===== config.mk =====
export PLATFORM = sky130hd
export DESIGN_NAME = prio_encoder_rr_flat
export DESIGN_NICKNAME = d
export VERILOG_FILES = /design/src/rtl/prio_enc_pkg.sv /design/src/rtl/prio_encoder_rr_if.sv /design/src/rtl/prio_enc_lsb.sv /design/src/rtl/prio_encoder_rr.sv /design/src/flat_wrapper.sv
export SDC_FILE = /design/constraint.sdc
export NUM_CORES = 1
export LEC_CHECK = 0
export CAP_MARGIN = 5
export CORE_ASPECT_RATIO = 1.1
export CORE_UTILIZATION = 39
export CTS_CLUSTER_DIAMETER = 40
export DETAILED_ROUTE_END_ITERATION = 7
export PLACE_DENSITY_LB_ADDON = 0.08
export SLEW_MARGIN = 20
export SYNTH_ARGS = -nofsm -noshare
export SYNTH_HDL_FRONTEND = slang
export SYNTH_SLANG_ARGS = --single-unit

===== constraint.sdc =====
create_clock -name clk -period 1.6 [get_ports clk]
set_input_delay 0.32 -clock clk [delete_from_list [all_inputs] [get_ports clk]]
set_output_delay 0.32 -clock clk [all_outputs]
set_load 0.005 [all_outputs]

===== src/rtl/prio_enc_pkg.sv =====
// Shared constants and helpers for the registered priority encoder.
// Mode selectors plus a clog2 that never returns zero, so index buses stay at least one bit wide.
package prio_enc_pkg;

    localparam int MODE_FIXED = 0;
    localparam int MODE_RR    = 1;

    function automatic int clog2_min1(input int n);
        int w;
        w = $clog2(n);
        return (w < 1) ? 1 : w;
    endfunction

endpackage


===== src/rtl/prio_encoder_rr_if.sv =====
// Request/result handshake bundle for prio_encoder_rr; the mask field exists only with PRIO_ENC_MASK_EN.
// slave = the encoder, master = whoever issues requests and consumes results.
interface prio_encoder_rr_if
    import prio_enc_pkg::*;
#(
    parameter int WIDTH = 8,
    parameter int POS_W = clog2_min1(WIDTH)
);
    logic             in_valid;
    logic             in_ready;
    logic [WIDTH-1:0] req;
`ifdef PRIO_ENC_MASK_EN
    logic [WIDTH-1:0] mask;
`endif
    logic             out_valid;
    logic             out_ready;
    logic [POS_W-1:0] pos;
    logic [WIDTH-1:0] onehot;
    logic             none;

    modport slave (
        input  in_valid, req,
`ifdef PRIO_ENC_MASK_EN
        input  mask,
`endif
        input  out_ready,
        output in_ready, out_valid, pos, onehot, none
    );

    modport master (
        output in_valid, req,
`ifdef PRIO_ENC_MASK_EN
        output mask,
`endif
        output out_ready,
        input  in_ready, out_valid, pos, onehot, none
    );
endinterface


===== src/rtl/prio_enc_lsb.sv =====
// Lowest-set-bit encoder: index, isolated one-hot and an any flag.
// Purely combinational, no latency; no handshake so no backpressure.
// Index 0 is reported when nothing is set; callers must qualify with any.
module prio_enc_lsb
    import prio_enc_pkg::*;
#(
    parameter int WIDTH = 8,
    parameter int POS_W = clog2_min1(WIDTH)
) (
    input  logic [WIDTH-1:0] req,
    output logic [POS_W-1:0] idx,
    output logic [WIDTH-1:0] oh,
    output logic             any
);

    always_comb begin
        idx = '0;
        for (int i = WIDTH - 1; i >= 0; i--) begin
            if (req[i]) idx = POS_W'(i);
        end
    end

    // Two's complement trick isolates the lowest set bit.
    assign oh  = req & (~req + WIDTH'(1));
    assign any = |req;

endmodule


===== src/rtl/prio_encoder_rr.sv =====
// Registered priority encoder, fixed (bit 0 first) or round-robin; PRIO_ENC_MASK_EN adds a request mask.
// Latency 1 cycle, throughput 1 result per cycle.
// Backpressure: result held while out_valid && !out_ready; in_ready = !out_valid || out_ready.
module prio_encoder_rr
    import prio_enc_pkg::*;
#(
    parameter int WIDTH = 8,
    parameter int MODE  = MODE_FIXED,
    parameter int POS_W = clog2_min1(WIDTH)
) (
    input  logic                clk,
    input  logic                reset,
    prio_encoder_rr_if.slave    bus
);

    logic [WIDTH-1:0]   eff;
    logic [2*WIDTH-1:0] rot_dbl;
    logic [WIDTH-1:0]   rot;
    logic [POS_W-1:0]   lsb_idx;
    logic [WIDTH-1:0]   lsb_oh;
    logic               lsb_any;
    logic [2*WIDTH-1:0] oh_dbl;
    logic [POS_W:0]     sum;
    logic [POS_W:0]     sum_mod;
    logic [POS_W-1:0]   pos_new;
    logic [WIDTH-1:0]   onehot_new;
    logic [POS_W-1:0]   ptr_q;
    logic [POS_W-1:0]   ptr_next;
    logic               accept;

`ifdef PRIO_ENC_MASK_EN
    assign eff = bus.req & ~bus.mask;
`else
    assign eff = bus.req;
`endif

    // Rotate right by ptr so the search always starts at bit 0 of the encoder.
    assign rot_dbl = {eff, eff} >> ptr_q;
    assign rot     = rot_dbl[WIDTH-1:0];

    prio_enc_lsb #(
        .WIDTH (WIDTH),
        .POS_W (POS_W)
    ) u_lsb (
        .req (rot),
        .idx (lsb_idx),
        .oh  (lsb_oh),
        .any (lsb_any)
    );

    // Undo the rotation; the extra bit keeps idx+ptr from overflowing before the wrap.
    always_comb begin
        sum     = {1'b0, lsb_idx} + {1'b0, ptr_q};
        sum_mod = sum;
        if (sum >= (POS_W+1)'(WIDTH)) sum_mod = sum - (POS_W+1)'(WIDTH);
    end

    assign oh_dbl     = {lsb_oh, lsb_oh} << ptr_q;
    assign pos_new    = lsb_any ? sum_mod[POS_W-1:0] : '0;
    assign onehot_new = lsb_any ? oh_dbl[2*WIDTH-1:WIDTH] : '0;
    assign ptr_next   = (pos_new == POS_W'(WIDTH - 1)) ? '0 : pos_new + POS_W'(1);

    assign bus.in_ready = !bus.out_valid || bus.out_ready;
    assign accept       = bus.in_valid && bus.in_ready;

    always_ff @(posedge clk) begin
        if (reset) begin
            bus.out_valid <= 1'b0;
            bus.pos       <= '0;
            bus.onehot    <= '0;
            bus.none      <= 1'b0;
            ptr_q         <= '0;
        end else if (accept) begin
            bus.out_valid <= 1'b1;
            bus.pos       <= pos_new;
            bus.onehot    <= onehot_new;
            bus.none      <= !lsb_any;
            if (MODE == MODE_RR && lsb_any) ptr_q <= ptr_next;
        end else if (bus.out_ready) begin
            bus.out_valid <= 1'b0;
        end
    end

endmodule


===== src/flat_wrapper.sv =====
// flat-port wrapper written by rule: the top's interface ports become plain ports
module prio_encoder_rr_flat import prio_enc_pkg::*;
#(
    parameter int WIDTH = 8,
    parameter int MODE  = MODE_FIXED,
    parameter int POS_W = clog2_min1(WIDTH)
)
  (clk, reset, bus_in_valid, bus_req, bus_out_ready, bus_in_ready, bus_out_valid, bus_pos, bus_onehot, bus_none);
  prio_encoder_rr_if #(.WIDTH(WIDTH), .POS_W(POS_W)) bus_i ();
  input  logic clk;
  input  logic reset;
  input wire logic [$bits(bus_i.in_valid)-1:0] bus_in_valid;
  input wire logic [$bits(bus_i.req)-1:0] bus_req;
  input wire logic [$bits(bus_i.out_ready)-1:0] bus_out_ready;
  output wire logic [$bits(bus_i.in_ready)-1:0] bus_in_ready;
  output wire logic [$bits(bus_i.out_valid)-1:0] bus_out_valid;
  output wire logic [$bits(bus_i.pos)-1:0] bus_pos;
  output wire logic [$bits(bus_i.onehot)-1:0] bus_onehot;
  output wire logic [$bits(bus_i.none)-1:0] bus_none;
  assign bus_i.in_valid = bus_in_valid;
  assign bus_i.req = bus_req;
  assign bus_i.out_ready = bus_out_ready;
  assign bus_in_ready = bus_i.in_ready;
  assign bus_out_valid = bus_i.out_valid;
  assign bus_pos = bus_i.pos;
  assign bus_onehot = bus_i.onehot;
  assign bus_none = bus_i.none;
  prio_encoder_rr #(.WIDTH(WIDTH), .MODE(MODE), .POS_W(POS_W)) u_core (.clk(clk), .reset(reset), .bus(bus_i));
endmodule

# Word level (Yosys, flattened, before mapping)
# Index checks and enable logic that the tools add are counted.
# totals
regBits	13
input_bits	12
output_inout_bits	14
wordCells	28
# op_classes
n_addsub	2
order_cmp	1
mux	13
bitwise	2
n_reduce_logical	6
# ops
op	n
two-way mux 3 bit	10
adder 8 x 1 -> 8 bit, second input constant	1
bitwise AND 8 bit	1
two-way mux 8 bit	1
inverter 8 bit	1
OR reduction 8 bit	1
greater-or-equal comparator 3 x 4 -> 1 bit, second input constant	1
subtractor 3 x 1 -> 3 bit, second input constant	1
logical NOT 1 bit	2
two-way mux 1 bit	2
nonzero test 2 bit	1
logical AND 1 bit	1
logical OR 1 bit	1

# Logic depth before layout (Yosys ltp)
# Gate-level depths: netlist (run 1).
# depth
ltp_word	11
depth_mapped	5

# Cells and area by module
# From an unflattened synthesis (run 1), not the netlist that was laid out.
# hier_totals
hier_cells	81
area_unflattened_um2	661.9
# by_module_without_submodules
mod	instances	cells_per_inst	area_per_inst_um2
prio_encoder_rr	1	58	523.0
prio_enc_lsb	1	23	138.9

# Worst setup path after synthesis (run 1)
# OpenSTA, ideal clock, no wires.
# synth_path
kind	input to register
startpoint	in bus_req[7]
endpoint	reg u_core.bus.pos[0]
setup_time_ns	0.122
arrival_ns	1.290
required_time_ns	1.478
slack_ns	0.189
stages	4
n_path_buf	0
cell_sequence	or4_4 -> nor4b_4 -> or4_1 -> o21ai_0
# synth_via
elab_chain_cells	11
# synth_lines
element	line_no	rtl
start, declared	flat_wrapper.sv:13	input wire logic [$bits(bus_i.req)-1:0] bus_req;
two-way mux 3 bit (8 in series)	prio_enc_lsb.sv:19	if (req[i]) idx = POS_W'(i);
greater-or-equal comparator 3 x 4 -> 1 bit / subtractor 3 x 1 -> 3 bit (equally long branches)	prio_encoder_rr.sv:55	if (sum >= (POS_W+1)'(WIDTH)) sum_mod = sum - (POS_W+1)'(WIDTH);
two-way mux 3 bit	prio_encoder_rr.sv:55	
two-way mux 3 bit (*)	prio_encoder_rr.sv:59	assign pos_new = lsb_any ? sum_mod[POS_W-1:0] : '0;
end signal, assigned	prio_encoder_rr.sv:75	bus.pos <= pos_new;
end, declared	prio_encoder_rr_if.sv:27	output in_ready, out_valid, pos, onehot, none
# Mark *: on every way between the ends. The rest lies on a longest branch, timed or not.
# A chain may end at the register's enable or synchronous reset.

# Final worst setup path (run 1)
# layout_path
startpoint	in bus_req[5]
endpoint	reg u_core.bus.pos[0]
# layout_via
elab_chain_cells	9
# layout_lines
element	line_no
two-way mux 3 bit (6 in series)	prio_enc_lsb.sv:19
greater-or-equal comparator 3 x 4 -> 1 bit / subtractor 3 x 1 -> 3 bit (equally long branches)	prio_encoder_rr.sv:55
two-way mux 3 bit	prio_encoder_rr.sv:55
two-way mux 3 bit (*)	prio_encoder_rr.sv:59
# Marked as above.

==> key figures, run 1 <==
Outcome
  • Status: complete, no violations

Final layout
  • Ant. Diodes: 0
  • Commonest non-fill, non-tap cell in the layout: clkdlybuf4s50_1
  • Final-stage net count: 122
  • Share of layout cells above drive strength 1: 21.1%
  • Commonest cells after routing, fill and taps aside: 21 x clkdlybuf4s50_1, 14 x buf_4, 13 x a21oi_1, 13 x dfxtp_1, 12 x nand2_1
  • Area Overhead vs Synth: 69.6%
  • Fin util: 71.2%
  • Fillers: 120

STA
  • Final worst-path cycle share: 96.1%
  • Fin. Hold Viols: 0
  • Final slew viol count: 0
  • Worst-margin pin slew: 405 ps
  • Achievable Freq: 0.650 GHz
  • Setup TNS: 0 ps
  • Min Tclk post-route: 1540 ps
  • Max-slew headroom: 72.7%
  • Final Skew: 3.14 ps
  • RSZ-0062 raised after global routing: no
  • Endpoints failing setup: 0

Synth
  • Post-Syn Area: 581 µm²
  • Sequential-to-total area share from yosys stat: 44.8%
  • Count of different cell masters after synthesis: 22
  • Ys Warns: 0
  • #FFs+latches synth: 13
  • Avg Synthesized Cell Area: 8.41 µm²
  • Cells after synthesis: 69
  • Mapped Nets: 81

Worst hold path
  • Hold/Removal Path Class: register to register

Route
  • Post-DR wirelength/cell: 12.3 µm
  • 1st-iter DRT viols: 14
  • DRT Pass-1 Iters: 4
  • Detail Route Antenna Nets: 0
  • Via density: 5.30
  • Vias: 662
  • Total wire length: 1540 µm
  • DRC: 0

Floorplan
  • Die width: 38.8 µm
  • Die Span Y: 42.5 µm
  • Die ar.: 1650 µm²
  • Core outline area: 1380 µm²
  • # rows: 14
  • # IOs: 26
  • Starting Density: 42.0%

Setup path
  • Crit Path Class: primary input to register
  • Crit path max fanout: 2
  • CP Capture Type: register
  • CP peak stage delay: 460 ps
  • Crit path DAT: 1700 ps
  • Crit path required time: 1760 ps
  • CP startpoint kind: primary input
  • CP max-delay cell: or4_4
  • Ordered list of cells on the worst path: clkdlybuf4s50_1 -> or4_4 -> nor4b_4 -> or4_1 -> o21ai_0

GRT
  • GRT Util Overall: 21.2%
  • First-pass GRT wire length: 2510 µm
  • Vias in the first global route: 608
  • Most crowded layer after global routing: met2
  • Met2 Resource Use GR: 34.0%
  • Initial antenna violation count: 0
  • Met1 Use GR: 27.5%
  • Met3 Use GR: 3.19%
  • Overflow after GRT: 0
  • Largest net degree at the start of global routing: 14

Placement
  • Gp weighted congestion: 0.835
  • DP HPWL: 1140 µm
  • Port bufs: 25

Job
  • Max cap viols: 0

Pwr
  • Cell Pwr Density: 680 nW/µm²
  • Max IR drop VDD: 0.000370 V
  • LEAKAGE: 0.394 nW

Clock tree
  • Inserted Clock Buffers: 3
  • Postcts setup bufs: 0
  • Reg clk slew, reported paths: 80 ps
  • Latest clock arrival within the worst-skew pair: 260 ps
  • Clock sink count: 13
  • CTS tree: built
  • Clock tree buffer depth: 2
  • CTS H-tree depth: 1
  • Root Buffer: clkbuf_4
kinds of logic (layout without fill, tap and decap cells):
group	Yosys count	count (layout)	synth area share, %
flip-flops	13	13	44.8
AO/OA/AOI/OAI	15	15	13.6
AND/OR/NAND/NOR	36	36	38.4
buffers and inverters	5	45	3.23
repair_timing:
item | 4_1_cts | 5_1_grt
resized for setup | 2 | 3
pin swaps | 3 | 3
gates cloned | 0 | 0
setup endpoints to repair | 2 | 2
hold buffers | 0 | 0
per-layer routing:
layer | share of wire (%) | vias to the layer above | routed length, µm
met5 | 0 | - | 0
li1 | - | 329 | -
met1 | 43 | 295 | 666
met4 | 1.2 | 0 | 19
met3 | 6.6 | 4 | 101
met2 | 49 | 34 | 754
stage by stage:
step	std cells	instance area (µm²)	setup slack, ps	total power [mW]	hold WS (ps)
after floorplan	69	581	189	0.386	389
after global placement	121	945	-273	0.478	440
after detailed placement	121	945	-299	0.481	445
after CTS	125	977	2.94	0.678	457
after global routing	125	985	12.9	0.703	478
final	125	985	61.9	0.670	453
area by class of cell:
class                      count  area [µm²]  share of cell area (%)
multi-input combinational     51         309                    31.4
clock buffer                   4        26.3                    2.67
timing repair buffer          39         362                    36.7
sequential                    13         260                    26.4
inverter                       2        7.51                   0.762
tap                           16        20.0                    2.03
critical path: cells and delay by family:
family | cells | cell delay [ps]
and+or+nand+nor | 3 | 890
buffers and inverters | 1 | 430
AOI/OAI and AO/OA | 1 | 60
Yosys cell counts, drive strengths merged:
cell type / number / area (µm²)
o21ai: 1 / 5.00
nand3b: 2 / 15.0
nand4b: 2 / 17.5
nor4b: 1 / 23.8
and2b: 1 / 8.76
nor2: 4 / 15.0
and2: 1 / 6.26
inv: 2 / 7.51
nand3: 5 / 25.0
or3: 1 / 6.26
a21oi: 13 / 65.1
nor3: 2 / 15.0
o311ai: 1 / 8.76
nor3b: 1 / 7.51
nand2: 12 / 45.0
nand2b: 1 / 6.26
nor4: 1 / 12.5
dfxtp: 13 / 260
clkbuf: 3 / 11.3
or4: 2 / 18.8
path summary, 6_finish.rpt:
check | startpoint | to | slack [ps] | cells after the start
min | u_core.bus.onehot[7] | u_core.bus.onehot[7] | 450 | 2
max | bus_req[5] | u_core.bus.pos[0] | 60 | 5
max reg2reg | u_core.bus.out_valid | u_core.bus.pos[0] | 460 | 4
min reg2reg | u_core.bus.onehot[7] | u_core.bus.onehot[7] | 450 | 2
power breakdown:
part	switching, mW	internal [mW]
logic	0.0574	0.0800
clock network	0.0979	0.0963
registers	0.00521	0.333
registers in the layout, indices dropped and copies added (netlist names):
signal and count:
u_core.bus.onehot 8, u_core.bus.out_valid 1, u_core.bus.none 1, u_core.bus.pos 3
(Power assumes the default switching activity.)
==> run 2: changes to the inputs <==
CAP_MARGIN = not set   (was 5)
==> results of run 2 <==
The final DEF is identical to that of run 1; final timing and power are the same.
==> run 3: changes to the inputs <==
ABC_AREA = 1   (was not set)
==> key figures, run 3 <==
Setup path
  • CP Capture Type: output port
  • Top cell family by delay on the critical path: buffers and inverters
  • Crit path max fanout: 2 (unchanged)
  • CP max-delay cell: clkdlybuf4s50_1
  • CP startpoint: u_core.bus.out_valid
  • Ordered list of cells on the worst path: clkdlybuf4s50_1
  • R2R Path Start: u_core.bus.out_valid
  • CP peak stage delay: 510 ps (+50 ps)
  • Bufs and invs on worst path: 1 (unchanged)
  • Crit Path Class: register to output port
  • Crit path required time: 1280 ps (-480 ps)
  • CP startpoint kind: register
  • Crit path DAT: 1160 ps (-540 ps)

GRT
  • First-pass GRT wire length: 2100 µm (-16%)
  • GRT Util Overall: 18.4% (-2.8 points)
  • Largest net degree at the start of global routing: 14 (unchanged)
  • Vias in the first global route: 529 (-13%)
  • Initial antenna violation count: 0 (unchanged)
  • Overflow after GRT: 0 (unchanged)

Floorplan
  • Die Span Y: 42.5 µm (+0.11%)
  • Die width: 38.8 µm (+0.10%)
  • Die ar.: 1650 µm² (+0.21%)
  • # IOs: 26 (unchanged)
  • # rows: 14 (unchanged)
  • Core outline area: 1380 µm² (unchanged)
  • Starting Density: 42.0% (+0.090 points)

STA
  • Min Tclk post-route: 1480 ps (-55.1 ps)
  • RSZ-0062 raised after global routing: no
  • Worst hold margin: 464 ps (+10.5 ps)
  • Endpoints failing setup: 0 (unchanged)
  • Worst-margin pin slew: 217 ps (-188 ps)
  • Setup TNS: 0 ps (unchanged)
  • Fin. Hold Viols: 0 (unchanged)
  • Final worst-path cycle share: 92.7% (-3.4 points)
  • Final slew viol count: 0 (unchanged)
  • Max-slew headroom: 85.4% (+13 points)
  • Achievable Freq: 0.674 GHz (+3.7%)
  • Final Skew: 3.39 ps (+0.259 ps)

Final layout
  • Layout Cells excl Fill: 126 (+0.80%)
  • Reg with most FFs: u_core.bus.onehot
  • Largest registers: u_core.bus.onehot: 8 flops, u_core.bus.pos: 3 flops
  • Ant. Diodes: 0 (unchanged)
  • Final-stage net count: 123 (+0.82%)
  • Commonest non-fill, non-tap cell in the layout: clkdlybuf4s50_1
  • Share of layout cells above drive strength 1: 15.5% (-5.6 points)
  • Area Overhead vs Synth: 54.6%
  • Max reg flops: 8 (unchanged)
  • Commonest cells after routing, fill and taps aside: 24 x clkdlybuf4s50_1, 23 x nand2_1, 13 x dfxtp_1, 10 x a21oi_1, 7 x inv_1

Clock tree
  • Inserted Clock Buffers: 3 (unchanged)
  • Root Buffer: clkbuf_4
  • CTS H-tree depth: 1 (unchanged)
  • Latest clock arrival within the worst-skew pair: 280 ps (+20 ps)
  • Postcts setup bufs: 0 (unchanged)
  • Clock sink count: 13 (unchanged)
  • CTS tree: built
  • Reg clk slew, reported paths: 80 ps (about the same)
  • Clock tree buffer depth: 2 (unchanged)
  • Hold-fix buffers, CTS: 0 (unchanged)

Outcome
  • Status: complete, no violations

Synth
  • Area fraction of the dominant cell type after synthesis: 44.7% (-0.096 points)
  • Sequential-to-total area share from yosys stat: 44.7% (-0.096 points)
  • Cells after synthesis: 78 (+13%)
  • Count of different cell masters after synthesis: 19 (-14%)
  • Area leader, netlist: dfxtp_1
  • Post-Syn Area: 582 µm² (+0.22%)
  • Mapped Nets: 90 (+11%)
  • Ys Warns: 0 (unchanged)
  • Post-synth EDFFs: 0 (unchanged)
  • Most common cell in the netlist: nand2_1
  • #FFs+latches synth: 13 (unchanged)
  • Post-synth top cells: 23 x nand2_1, 13 x dfxtp_1, 10 x a21oi_1
  • Avg Synthesized Cell Area: 7.46 µm² (-11%)
  • Synth area leaders: dfxtp_1 45%, nand2_1 15%, a21oi_1 8.6%, inv_1 4.5%, nand2_4 3.9%
  • Asr flop ratio synth: 0% (unchanged)
  • Dominant synthesized flop cell: dfxtp_1

Job
  • Max cap viols: 0 (unchanged)

Route
  • DRT Pass-1 Iters: 3 (-1)
  • Detail Route Antenna Nets: 0 (unchanged)
  • Total wire length: 1270 µm (-17%)
  • 1st-iter DRT viols: 7 (-7)
  • Post-DR wirelength/cell: 10.1 µm (-18%)
  • DRC: 0 (unchanged)
  • Via density: 4.75 (-10%)
  • Vias: 598 (-9.7%)

Worst hold path
  • HP Start: u_core.bus.none
  • Hold/Removal Path Class: register to register

Placement
  • Gp weighted congestion: 0.760 (-9.0%)
  • Port bufs: 25 (unchanged)
  • Post-Place Cells: 122 (+0.83%)
  • DP HPWL: 961 µm (-16%)

Pwr
  • Total power: 0.663 mW (-1.0%)
  • LEAKAGE: 0.356 nW (-9.5%)
  • Cell Pwr Density: 737 nW/µm² (+8.3%)
  • Max IR drop VDD: 0.000477 V (+29%)
[run 3: path summary, 6_finish.rpt]
check,end,slack (ps),cells after the start
worst max-delay path,bus_out_valid,120,1
worst min-delay path,u_core.bus.none,460,2
worst max register to register,u_core.bus.pos[0],470,6
worst min register to register,u_core.bus.none,460,2
[run 3: cell type report]
cell class / instances / area, µm²
well taps: 16 / 20.0
multi-input cells: 55 / 277
flip-flops and latches: 13 / 260
inverters: 8 / 30.0
fillers: 135 / 484
clock buffers: 4 / 26.3
repair buffers: 30 / 287
[run 3: power breakdown]
group | total [mW] | internal (mW) | switching, mW
clock | 0.210 | 0.0968 | 0.113
sequential | 0.337 | 0.332 | 0.00514
combinational | 0.115 | 0.0627 | 0.0526
total | 0.663 | 0.492 | 0.171
[run 3: cell families after synthesis]
| group | share of synthesized area [%] |
|---|---|
| AOI/OAI and AO/OA | 12.7 |
| buffers and inverters | 7.74 |
| DFF | 44.7 |
| and+or+nand+nor | 34.8 |
[run 3: timing repair]
item	in CTS	in global routing
endpoints found under the hold margin	0	0
resized for setup	1	0
endpoints found under the setup margin	1	0
[run 3: through the flow]
step	worst slack (ps)	instance area (µm²)	utilization, %
floorplan	675	582	-
global placement	-78.6	875	63.2
detailed placement	-91.6	875	63.2
CTS	102	900	65.0
global route	79.9	900	65.0
finish	117	900	65.0
[run 3: routing by layer]
layer	global-route usage [%]	wire length [µm]	vias to the layer above
li1	-	-	311
met1	23.6	588	265
met2	26.7	581	18
met3	3.72	74	4
met4	12.4	26	0
met5	0	0	-
